--- config.mk ---
export PLATFORM = sky130hd
export DESIGN_NAME = accel_job_sched
export DESIGN_NICKNAME = d
export VERILOG_FILES = /design/src/rtl/accel_pkg.sv /design/src/rtl/accel_job_fifo.sv /design/src/rtl/accel_job_sched.sv
export SDC_FILE = /design/constraint.sdc
export NUM_CORES = 1
export LEC_CHECK = 0
export BUFFER_PORTS_ARGS = -buffer_cell sky130_fd_sc_hd__buf_2
export CORE_UTILIZATION = 40
export CTS_CLUSTER_DIAMETER = 80
export DETAILED_ROUTE_END_ITERATION = 16
export PLACE_DENSITY = 0.66
export SLEW_MARGIN = 0
export SYNTH_ARGS = -nofsm -noshare
export SYNTH_HDL_FRONTEND = slang
export SYNTH_SLANG_ARGS = --single-unit
--- constraint.sdc ---
create_clock -name clk -period 3.4 [get_ports clk]
set_input_delay 0.51 -clock clk [delete_from_list [all_inputs] [get_ports clk]]
set_output_delay 0.51 -clock clk [all_outputs]
set_load 0.01 [all_outputs]
--- src/rtl/accel_pkg.sv ---
// Shared types for the matrix-engine job scheduler.
package accel_pkg;

  // Scheduler FSM states. Consecutive states differ in one bit.
  // ISSUE and WAIT_DONE share bit 0, so the engine start decode is a single bit.
  typedef enum logic [1:0] {
    S_IDLE      = 2'b00,
    S_ISSUE     = 2'b01,
    S_WAIT_DONE = 2'b11,
    S_RELEASE   = 2'b10
  } sched_state_t;

  // Default descriptor widths. The scheduler re-declares the entry type from its own parameters.
  localparam int unsigned JOB_K_W   = 4;
  localparam int unsigned JOB_TAG_W = 4;

  // Job descriptor as carried on the control-register side.
  typedef struct packed {
    logic [JOB_K_W-1:0]   k;
    logic [JOB_TAG_W-1:0] tag;
  } job_t;

endpackage

--- src/rtl/accel_job_fifo.sv ---
// Synchronous show-ahead FIFO with full/empty flags and an occupancy level.
module accel_job_fifo #(
  parameter int unsigned DEPTH = 4,
  parameter int unsigned W     = 8
) (
  input  logic                     clk,
  input  logic                     rst_n,
  input  logic                     push,
  input  logic                     pop,
  input  logic [W-1:0]             wdata,
  output logic [W-1:0]             rdata,
  output logic                     full,
  output logic                     empty,
  output logic [$clog2(DEPTH):0]   level
);

  localparam int unsigned AW = $clog2(DEPTH);
  localparam int unsigned LW = AW + 1;

  logic [W-1:0]  mem [DEPTH];
  logic [AW-1:0] wr_ptr;
  logic [AW-1:0] rd_ptr;
  logic [LW-1:0] count;
  logic          do_push;
  logic          do_pop;

  assign do_push = push && !full;
  assign do_pop  = pop && !empty;
  assign full    = (count == LW'(DEPTH));
  assign empty   = (count == '0);
  assign level   = count;
  assign rdata   = mem[rd_ptr];

  // Pointer and occupancy tracking; pointers wrap because DEPTH is a power of two.
  always_ff @(posedge clk or negedge rst_n) begin
    if (!rst_n) begin
      wr_ptr <= '0;
      rd_ptr <= '0;
      count  <= '0;
    end else begin
      if (do_push) wr_ptr <= wr_ptr + AW'(1);
      if (do_pop)  rd_ptr <= rd_ptr + AW'(1);
      case ({do_push, do_pop})
        2'b10:   count <= count + LW'(1);
        2'b01:   count <= count - LW'(1);
        default: count <= count;
      endcase
    end
  end

  // Storage array, written on an accepted push.
  always_ff @(posedge clk) begin
    if (do_push) mem[wr_ptr] <= wdata;
  end

endmodule

--- src/rtl/accel_job_sched.sv ---
// Job scheduler for the matrix compute engine: queues {k, tag} descriptors,
// runs them one at a time over the level start/done handshake and reports a
// tagged completion plus a one-cycle irq per job.
// Optional watchdog: define ACCEL_SCHED_TIMEOUT_EN to time out WAIT_DONE after TIMEOUT cycles.
module accel_job_sched
  import accel_pkg::*;
#(
  parameter int unsigned DEPTH   = 4,
  parameter int unsigned K_W     = 4,
  parameter int unsigned TAG_W   = 4,
  parameter int unsigned TIMEOUT = 1024
) (
  input  logic                   clk,
  input  logic                   rst_n,
  input  logic                   job_valid,
  output logic                   job_ready,
  input  logic [K_W-1:0]         job_k,
  input  logic [TAG_W-1:0]       job_tag,
  output logic                   eng_start,
  output logic [K_W-1:0]         eng_cfg_k,
  input  logic                   eng_done,
  output logic                   cmp_valid,
  input  logic                   cmp_ready,
  output logic [TAG_W-1:0]       cmp_tag,
  output logic                   cmp_err,
  output logic                   irq,
  output logic                   busy,
  output logic [$clog2(DEPTH):0] q_level
);

  typedef struct packed {
    logic [K_W-1:0]   k;
    logic [TAG_W-1:0] tag;
  } entry_t;

  if (DEPTH < 2 || (DEPTH & (DEPTH - 1)) != 0 || TIMEOUT < 2) begin : g_param_check
    $error("accel_job_sched: DEPTH must be a power of two >= 2 and TIMEOUT >= 2");
  end

  sched_state_t     state;
  sched_state_t     state_nxt;
  entry_t           wr_entry;
  entry_t           head;
  logic             full;
  logic             empty;
  logic             push;
  logic             pop_c;
  logic             set_cmp_c;
  logic [TAG_W-1:0] cmp_tag_c;
  logic             cmp_err_c;
  logic             timeout_c;
  logic             err_flag;
  logic [TAG_W-1:0] cur_tag;

  assign wr_entry  = '{k: job_k, tag: job_tag};
  assign job_ready = !full;
  assign push      = job_valid && !full;
  assign busy      = (state != S_IDLE) || !empty;

  accel_job_fifo #(
    .DEPTH (DEPTH),
    .W     ($bits(entry_t))
  ) u_fifo (
    .clk   (clk),
    .rst_n (rst_n),
    .push  (push),
    .pop   (pop_c),
    .wdata (wr_entry),
    .rdata (head),
    .full  (full),
    .empty (empty),
    .level (q_level)
  );

`ifdef ACCEL_SCHED_TIMEOUT_EN
  localparam int unsigned WD_W = $clog2(TIMEOUT) + 1;
  logic [WD_W-1:0] wd_cnt;

  // Watchdog: counts cycles spent in WAIT_DONE; a done seen on the last count wins.
  assign timeout_c = (state == S_WAIT_DONE) && !eng_done && (wd_cnt == WD_W'(TIMEOUT - 1));

  // Watchdog counter and error flag, both cleared on entry to ISSUE.
  always_ff @(posedge clk or negedge rst_n) begin
    if (!rst_n) begin
      wd_cnt   <= '0;
      err_flag <= 1'b0;
    end else if (state == S_ISSUE) begin
      wd_cnt   <= '0;
      err_flag <= 1'b0;
    end else if (state == S_WAIT_DONE) begin
      wd_cnt <= wd_cnt + WD_W'(1);
      if (timeout_c) err_flag <= 1'b1;
    end
  end
`else
  assign timeout_c = 1'b0;
  assign err_flag  = 1'b0;
`endif

  // State register.
  always_ff @(posedge clk or negedge rst_n) begin
    if (!rst_n) state <= S_IDLE;
    else        state <= state_nxt;
  end

  // Next-state logic.
  always_comb begin
    state_nxt = state;
    case (state)
      S_IDLE:      if (pop_c && (head.k != '0)) state_nxt = S_ISSUE;
      S_ISSUE:     state_nxt = S_WAIT_DONE;
      S_WAIT_DONE: if (eng_done || timeout_c) state_nxt = S_RELEASE;
      S_RELEASE:   if (!eng_done) state_nxt = S_IDLE;
      default:     state_nxt = S_IDLE;
    endcase
  end

  // Output decode: engine start, queue pop and completion capture.
  always_comb begin
    eng_start = 1'b0;
    pop_c     = 1'b0;
    set_cmp_c = 1'b0;
    cmp_tag_c = cur_tag;
    cmp_err_c = err_flag;
    case (state)
      S_IDLE: begin
        pop_c     = !empty && !cmp_valid;
        set_cmp_c = pop_c && (head.k == '0);
        cmp_tag_c = head.tag;
        cmp_err_c = 1'b1;
      end
      S_ISSUE, S_WAIT_DONE: eng_start = 1'b1;
      S_RELEASE:            set_cmp_c = !eng_done;
      default: ;
    endcase
  end

  // Current job registers; eng_cfg_k only changes when a real job is launched.
  always_ff @(posedge clk or negedge rst_n) begin
    if (!rst_n) begin
      eng_cfg_k <= '0;
      cur_tag   <= '0;
    end else if (pop_c) begin
      cur_tag <= head.tag;
      if (head.k != '0) eng_cfg_k <= head.k;
    end
  end

  // Completion record and interrupt; record holds until consumed.
  always_ff @(posedge clk or negedge rst_n) begin
    if (!rst_n) begin
      cmp_valid <= 1'b0;
      cmp_tag   <= '0;
      cmp_err   <= 1'b0;
      irq       <= 1'b0;
    end else begin
      irq <= set_cmp_c;
      if (set_cmp_c) begin
        cmp_valid <= 1'b1;
        cmp_tag   <= cmp_tag_c;
        cmp_err   <= cmp_err_c;
      end else if (cmp_valid && cmp_ready) begin
        cmp_valid <= 1'b0;
      end
    end
  end

endmodule

## After elaboration in Yosys (flattened, before gate mapping)

Memories as Yosys holds them, arrays and structs flattened.
Cells that the tools add are included.

| operators by class | value |
|---|---|
| $add $sub $neg | 4 |
| $mul | 0 |
| div/mod/pow operators | 0 |
| $lt $le $gt $ge | 0 |
| equality and inequality tests | 9 |
| shift-type cells | 0 |
| multiplexer cells | 14 |
| bitwise operators | 0 |
| reduce and logical (&&, ||, !) cells | 22 |

Operators by type and width:

| kind | count |
|---|---|
| $pmux 2 s4 | 1 |
| $logic_and 1x1->1 | 7 |
| $mux 1 | 7 |
| $eq 2x2->1 const B | 3 |
| $mux 2 | 3 |
| $ne 2x2->1 const B | 3 |
| $pmux 3 s2 | 1 |
| $reduce_bool 2->1 | 3 |
| $add 2x1->2 const B | 2 |
| $eq 2x1->1 const B | 2 |
| $logic_not 1->1 | 4 |
| $logic_not 4->1 | 1 |
| $mux 4 | 1 |
| $reduce_bool 4->1 | 1 |
| $add 3x1->3 const B | 1 |
| $eq 3x3->1 const B | 1 |
| $logic_not 3->1 | 1 |
| $reduce_and 3->1 | 1 |
| $sub 3x1->3 const B | 1 |
| $logic_not 2->1 | 1 |
| $pmux 1 s2 | 1 |
| $reduce_and 2->1 | 1 |
| $reduce_or 2->1 | 1 |
| $logic_or 1x1->1 | 1 |

| word-level totals | value |
|---|---|
| register bits after elaboration | 24 |
| bits in latches | 0 |
| bits in writable memories | 32 |
| memory bits (read-only) | 0 |
| input bits | 13 |
| output and inout bits | 17 |
| logic and storage cells | 60 |
| memories kept | 1 |

Memory list:

| memory | depth | bits a word | read ports | clocked after memory_dff | write ports | RTL line | RTL |
|---|---|---|---|---|---|---|---|
| u_fifo.mem | 4 | 8 | 1 | 0 | 1 | accel_job_fifo.sv:20 | `logic [W-1:0] mem [DEPTH];` |

## Logic depth before layout (Yosys ltp)

| depth | value |
|---|---|
| depth in word-level cells | 7 |
| gate-level depth with buffers | 10 |
| mapped depth without buffers | 10 |

## Cells and area by module

A second synthesis with hierarchy kept.

| second synthesis, totals | value |
|---|---|
| cell total of the unflattened synthesis | 133 |
| area, all modules | 2329.7 um2 |

Modules (own cells, without submodules):

| module | instances | cells an instance | area an instance (um2) | seq. area each (um2) |
|---|---|---|---|---|
| accel_job_fifo | 1 | 79 | 1592.8 | 1136.1 |
| accel_job_sched | 1 | 54 | 737.0 | 425.4 |

## Least setup slack after synthesis

Ideal clock, no wire load.

| path | value |
|---|---|
| kind | register -> register |
| start | register cmp_valid |
| end | register u_fifo.count[2], in the netlist u_fifo.level[2] |
| setup time | 79 ps |
| arrival | 2165 ps |
| data required time | 3321 ps |
| path slack | 1155 ps |
| cell stages (with the launch flop) | 10 |
| buffers on the path | 0 |
| period minus slack after synthesis | 2245 ps |
| cell sequence | dfrtp_1 nor3_1 nand2_1 clkinv_1 ha_1 inv_1 fa_1 xor2_1 nor2_1 xor2_1 |

| between the ends | value |
|---|---|
| longest elaborated chain between the ends | 6 |
| elaborated cells between the ends (all ways) | 8 |
| those cells by class | 2 x eq/ne; 2 x mux; 4 x reduce/logical |

Ends and longest elaborated chain:

| what | RTL line | RTL |
|---|---|---|
| start, declared | accel_job_sched.sv:22 | `output logic cmp_valid,` |
| start signal, assigned | accel_job_sched.sv:152 | `cmp_valid <= 1'b0;` |
| start signal, assigned | accel_job_sched.sv:159 | `cmp_valid <= 1'b1;` |
| start signal, assigned | accel_job_sched.sv:163 | `cmp_valid <= 1'b0;` |
| $logic_not 1->1 * | accel_job_sched.sv:127 | `pop_c = !empty && !cmp_valid;` |
| $logic_and 1x1->1 * | accel_job_sched.sv:127 |  |
| $mux 1 * | accel_job_sched.sv:125 | `case (state)` |
| $logic_and 1x1->1 * | accel_job_fifo.sv:28 | `assign do_pop = pop && !empty;` |
| named net u_fifo.do_pop | accel_job_fifo.sv:25 | `logic do_pop;` |
| $eq 2x1->1 / $eq 2x2->1 (equally long branches) | accel_job_fifo.sv:43 | `case ({do_push, do_pop})` |
| $pmux 3 s2 / $reduce_bool 2->1 (equally long branches) | -- |  |
| end signal, assigned | accel_job_fifo.sv:44 | `2'b10: count <= count + LW'(1);` |
| end signal, assigned | accel_job_fifo.sv:45 | `2'b01: count <= count - LW'(1);` |
| end signal, assigned | accel_job_fifo.sv:46 | `default: count <= count;` |
| end, declared | accel_job_fifo.sv:23 | `logic [LW-1:0] count;` |

The timed path passes the listed nets; every way through them passes the cells marked *.
A chain may end at the register's enable or synchronous reset.

## Worst setup path after layout

| path | value |
|---|---|
| start | register state[0] |
| end | register u_fifo.count[2], in the netlist u_fifo.level[2] |

| between the ends | value |
|---|---|
| longest elaborated chain between the ends | 5 |
| elaborated cells between the ends (all ways) | 7 |
| those cells by class | 2 x eq/ne; 2 x mux; 3 x reduce/logical |

Ends and longest elaborated chain:

| what | RTL line | RTL |
|---|---|---|
| start, declared | accel_job_sched.sv:40 | `sched_state_t state;` |
| start signal, assigned | accel_job_sched.sv:103 | `else state <= state_nxt;` |
| $logic_not 2->1 * | accel_job_sched.sv:125 |  |
| $mux 1 * | accel_job_sched.sv:125 |  |
| $logic_and 1x1->1 * | accel_job_fifo.sv:28 |  |
| named net u_fifo.do_pop | accel_job_fifo.sv:25 |  |
| $eq 2x1->1 / $eq 2x2->1 (equally long branches) | accel_job_fifo.sv:43 |  |
| $pmux 3 s2 / $reduce_bool 2->1 (equally long branches) | -- |  |

Marked as above.

==> results.sh <==
export IMPL_outcome="finished, final reports clean"
export IMPL_detail_route_antenna_nets=0
export IMPL_synth_ff_type="edfxtp_1"
export IMPL_htreeDepth=2
export IMPL_fmax_mhz=364
export IMPL_critPathSlowestCell="dfrtp_1"
export IMPL_synth_nets=175
export IMPL_crit_type="flip-flop to flip-flop"
export IMPL_synth_sequential_area_ratio_pct=66.2
export IMPL_cts_root_buf="clkbuf_8"
export IMPL_ir_drop_v=0.000379
export IMPL_cts_tree="done"
export IMPL_fin_crit_sh_pct=80.9
export IMPL_grt_max_degree=25
export IMPL_timing_rr_start="state[0]"
export IMPL_synth_distinct_cells=28
export IMPL_yosysMostFrequentCell="edfxtp_1"
export IMPL_syn_inst=156
export IMPL_finalHoldViolations=0
export IMPL_wirelength_um=3890
export IMPL_nNetsFinal=206
export IMPL_crit_chain="nor3_1, nand2_1, clkinv_1, ha_1, inv_1, fa_1, xor2_1, nor2_1, xor2_1"
export IMPL_ff2ff_path_depth=9
export IMPL_core_area_um2=5610
export IMPL_fp_dieArea_um2=6200
export IMPL_clkSinkCount=56
export IMPL_grt_pass1_wl_um=6660
export IMPL_slowest_delay_ps=560
export IMPL_syn_to_final_growth_pct=13.0
export IMPL_dpl_cell_count=252
export IMPL_cap_violations=0
export IMPL_hp_class="input pin to asynchronous set/reset pin"
export IMPL_gp_congestion=0.731
export IMPL_endpoint_kind="flip-flop"
export IMPL_die_h_um=78.8
export IMPL_critPathTopFamily="simple AND/OR/NAND/NOR gates"
export IMPL_num_antenna_cells=0
export IMPL_max_slew_margin_rel_pct=64.2
export IMPL_via_per_inst=5.12
export IMPL_syn_area_per_cell_um2=15.1
export IMPL_critical_path_buf_inv_count=2
export IMPL_multiInputGateArea_um2=739
export IMPL_seq_area_um2=1560
export IMPL_io_buffer_count=29
export IMPL_holdBufCountCts=0
export IMPL_postSynthRegisterBits=56
export IMPL_power_leakage_nw=1.08
export IMPL_powerDensity_nw_per_um2=873
export IMPL_crit_arrival_ps=2990
export IMPL_tns_ps=0
export IMPL_drive_above_1_share_pct=24.5
export IMPL_setup_viol=0
export IMPL_synth_top_cell_area_share_pct=40.8
export IMPL_cp_required_ps=3640
export IMPL_rsz0062_at_grt="no"
export IMPL_synth_edf_count=32
export IMPL_grt_overflow_total=0
export IMPL_rows=27
export IMPL_async_flop_share_pct=42.9
export IMPL_path_depth=9
export IMPL_antenna_found_initial=0
export IMPL_r2r_end="u_fifo.level[2]"
export IMPL_worstMarginPinSlew_ps=533
export IMPL_clk_pin_slew_ps=100
export IMPL_clkLatencyLatePin_ps=310
export IMPL_synthTopCellsByCount="edfxtp_1, dfrtp_1, nand2_1"
export IMPL_yosys_warnings=0
export IMPL_synth_cell_area_um2=2360
export IMPL_clock_path_buffers=2
export IMPL_first_pass_iters=5
export IMPL_num_fill_cells=526
export IMPL_grt_pass1_vias=1321
export IMPL_yosys_top_cells_area="edfxtp_1, dfrtp_1, mux4_2, nand2_1, mux4_1"
export IMPL_synth_area_leader_cell="edfxtp_1"
export IMPL_drt_initial_drc_count=81
export IMPL_drv_slew=0
export IMPL_fin_cells=260
export IMPL_vias=1332
export IMPL_cp_max_fo=16
export IMPL_grt_util_all_layers_pct=14.5
export IMPL_final_util_pct=47.5
export IMPL_crit_top_cell="xor2_1"
export IMPL_crit_start="state[0]"
export IMPL_place_hpwl_um=2770
export IMPL_startpoint_type="flip-flop"
export IMPL_initial_core_util_pct=42.0
export IMPL_cts_made_buffers=5
export IMPL_power_mw=2.32
export IMPL_drc=0
export IMPL_clock_skew_final_ps=7.57
export IMPL_reg2reg_setup_slack_ps=650
export IMPL_cts_resized=0
export IMPL_period_minus_slack_ps=2750
export IMPL_endpoint="u_fifo.level[2]"
export IMPL_wl_per_cell_um=15.0
export IMPL_post_cts_buffers=0
export IMPL_chipWidth_um=78.8
export IMPL_ioPinCount=30
==> through the flow <==
stage / hold slack [ps] / setup slack, ps / area [um2]
2_1_floorplan: 214 / 1160 / 2360
3_3_place_gp: 452 / 605 / 2570
3_5_place_dp: 456 / 644 / 2570
4_1_cts: 179 / 625 / 2660
5_1_grt: 205 / 358 / 2660
6_report: 165 / 649 / 2660
==> how the worst min path moves through the flow <==
| stage | to | start | cells past startpoint |
|---|---|---|---|
| floorplan | cmp_err | rst_n | 0 |
| global placement | cur_tag[2] | cur_tag[2] | 2 |
| detailed placement | cur_tag[0] | cur_tag[0] | 2 |
| CTS | cmp_tag[0] | rst_n | 1 |
| global route | cmp_tag[0] | rst_n | 1 |
| finish | cmp_valid | rst_n | 1 |
==> cells by family after synthesis <==
family,share of synthesized area (%)
xor gates and xnor gates,2.23
AOI/OAI and AO/OA,2.39
DFF,66.2
muxes,11.7
adders and majority gates,3.50
and+or+nand+nor,11.6
buffers and inverters,2.39
==> final cells by class <==
| type | count | area share [%] |
|---|---|---|
| inverter | 8 | 1.13 |
| timing repair buffer | 29 | 5.45 |
| multi-input combinational | 87 | 27.8 |
| tap | 72 | 3.38 |
| clock inverter | 3 | 1.03 |
| clock buffer | 5 | 2.58 |
| sequential | 56 | 58.6 |
==> cells in the final DEF (no fill, tap or decap), types with 2 or more instances in the layout <==
master and n:
mux2_2 3, xor2_1 2, buf_2 29, a22o_1 2, nand3_1 5, ha_1 5
dfrtp_1 24, mux4_1 3, xnor2_1 4, or3_1 6, o21ai_0 5, and3_1 4
clkbuf_8 5, edfxtp_1 32, nor4bb_1 4, nand2_1 23, nand2b_1 3, inv_1 7
mux2i_1 5, nor2_1 2, mux4_2 5
==> power by group <==
group          switching [mW]  leakage [nW]  internal (mW)
registers               0.177         0.574          0.949
clock network           0.225        0.0463          0.152
logic                   0.425         0.461          0.396
total                   0.827          1.08           1.50
==> sequential cells by signal (all words and copies together), names as in the netlist, 2 cells and up <==
name           flops
u_fifo.level       3
eng_cfg_k          4
u_fifo.wr_ptr      2
cur_tag            4
state              2
u_fifo.mem        32
u_fifo.rd_ptr      2
cmp_tag            4
==> per-layer routing <==
layer | part of all wire, % | vias up | GRT usage (%)
met2 | 48 | 28 | 22.1
met5 | 0 | - | 0
met3 | 3.4 | 2 | 3.56
met1 | 48 | 670 | 20.2
met4 | 0.54 | 0 | 5.00
li1 | - | 632 | -
Note: power is estimated with default switching activity, not from simulation.
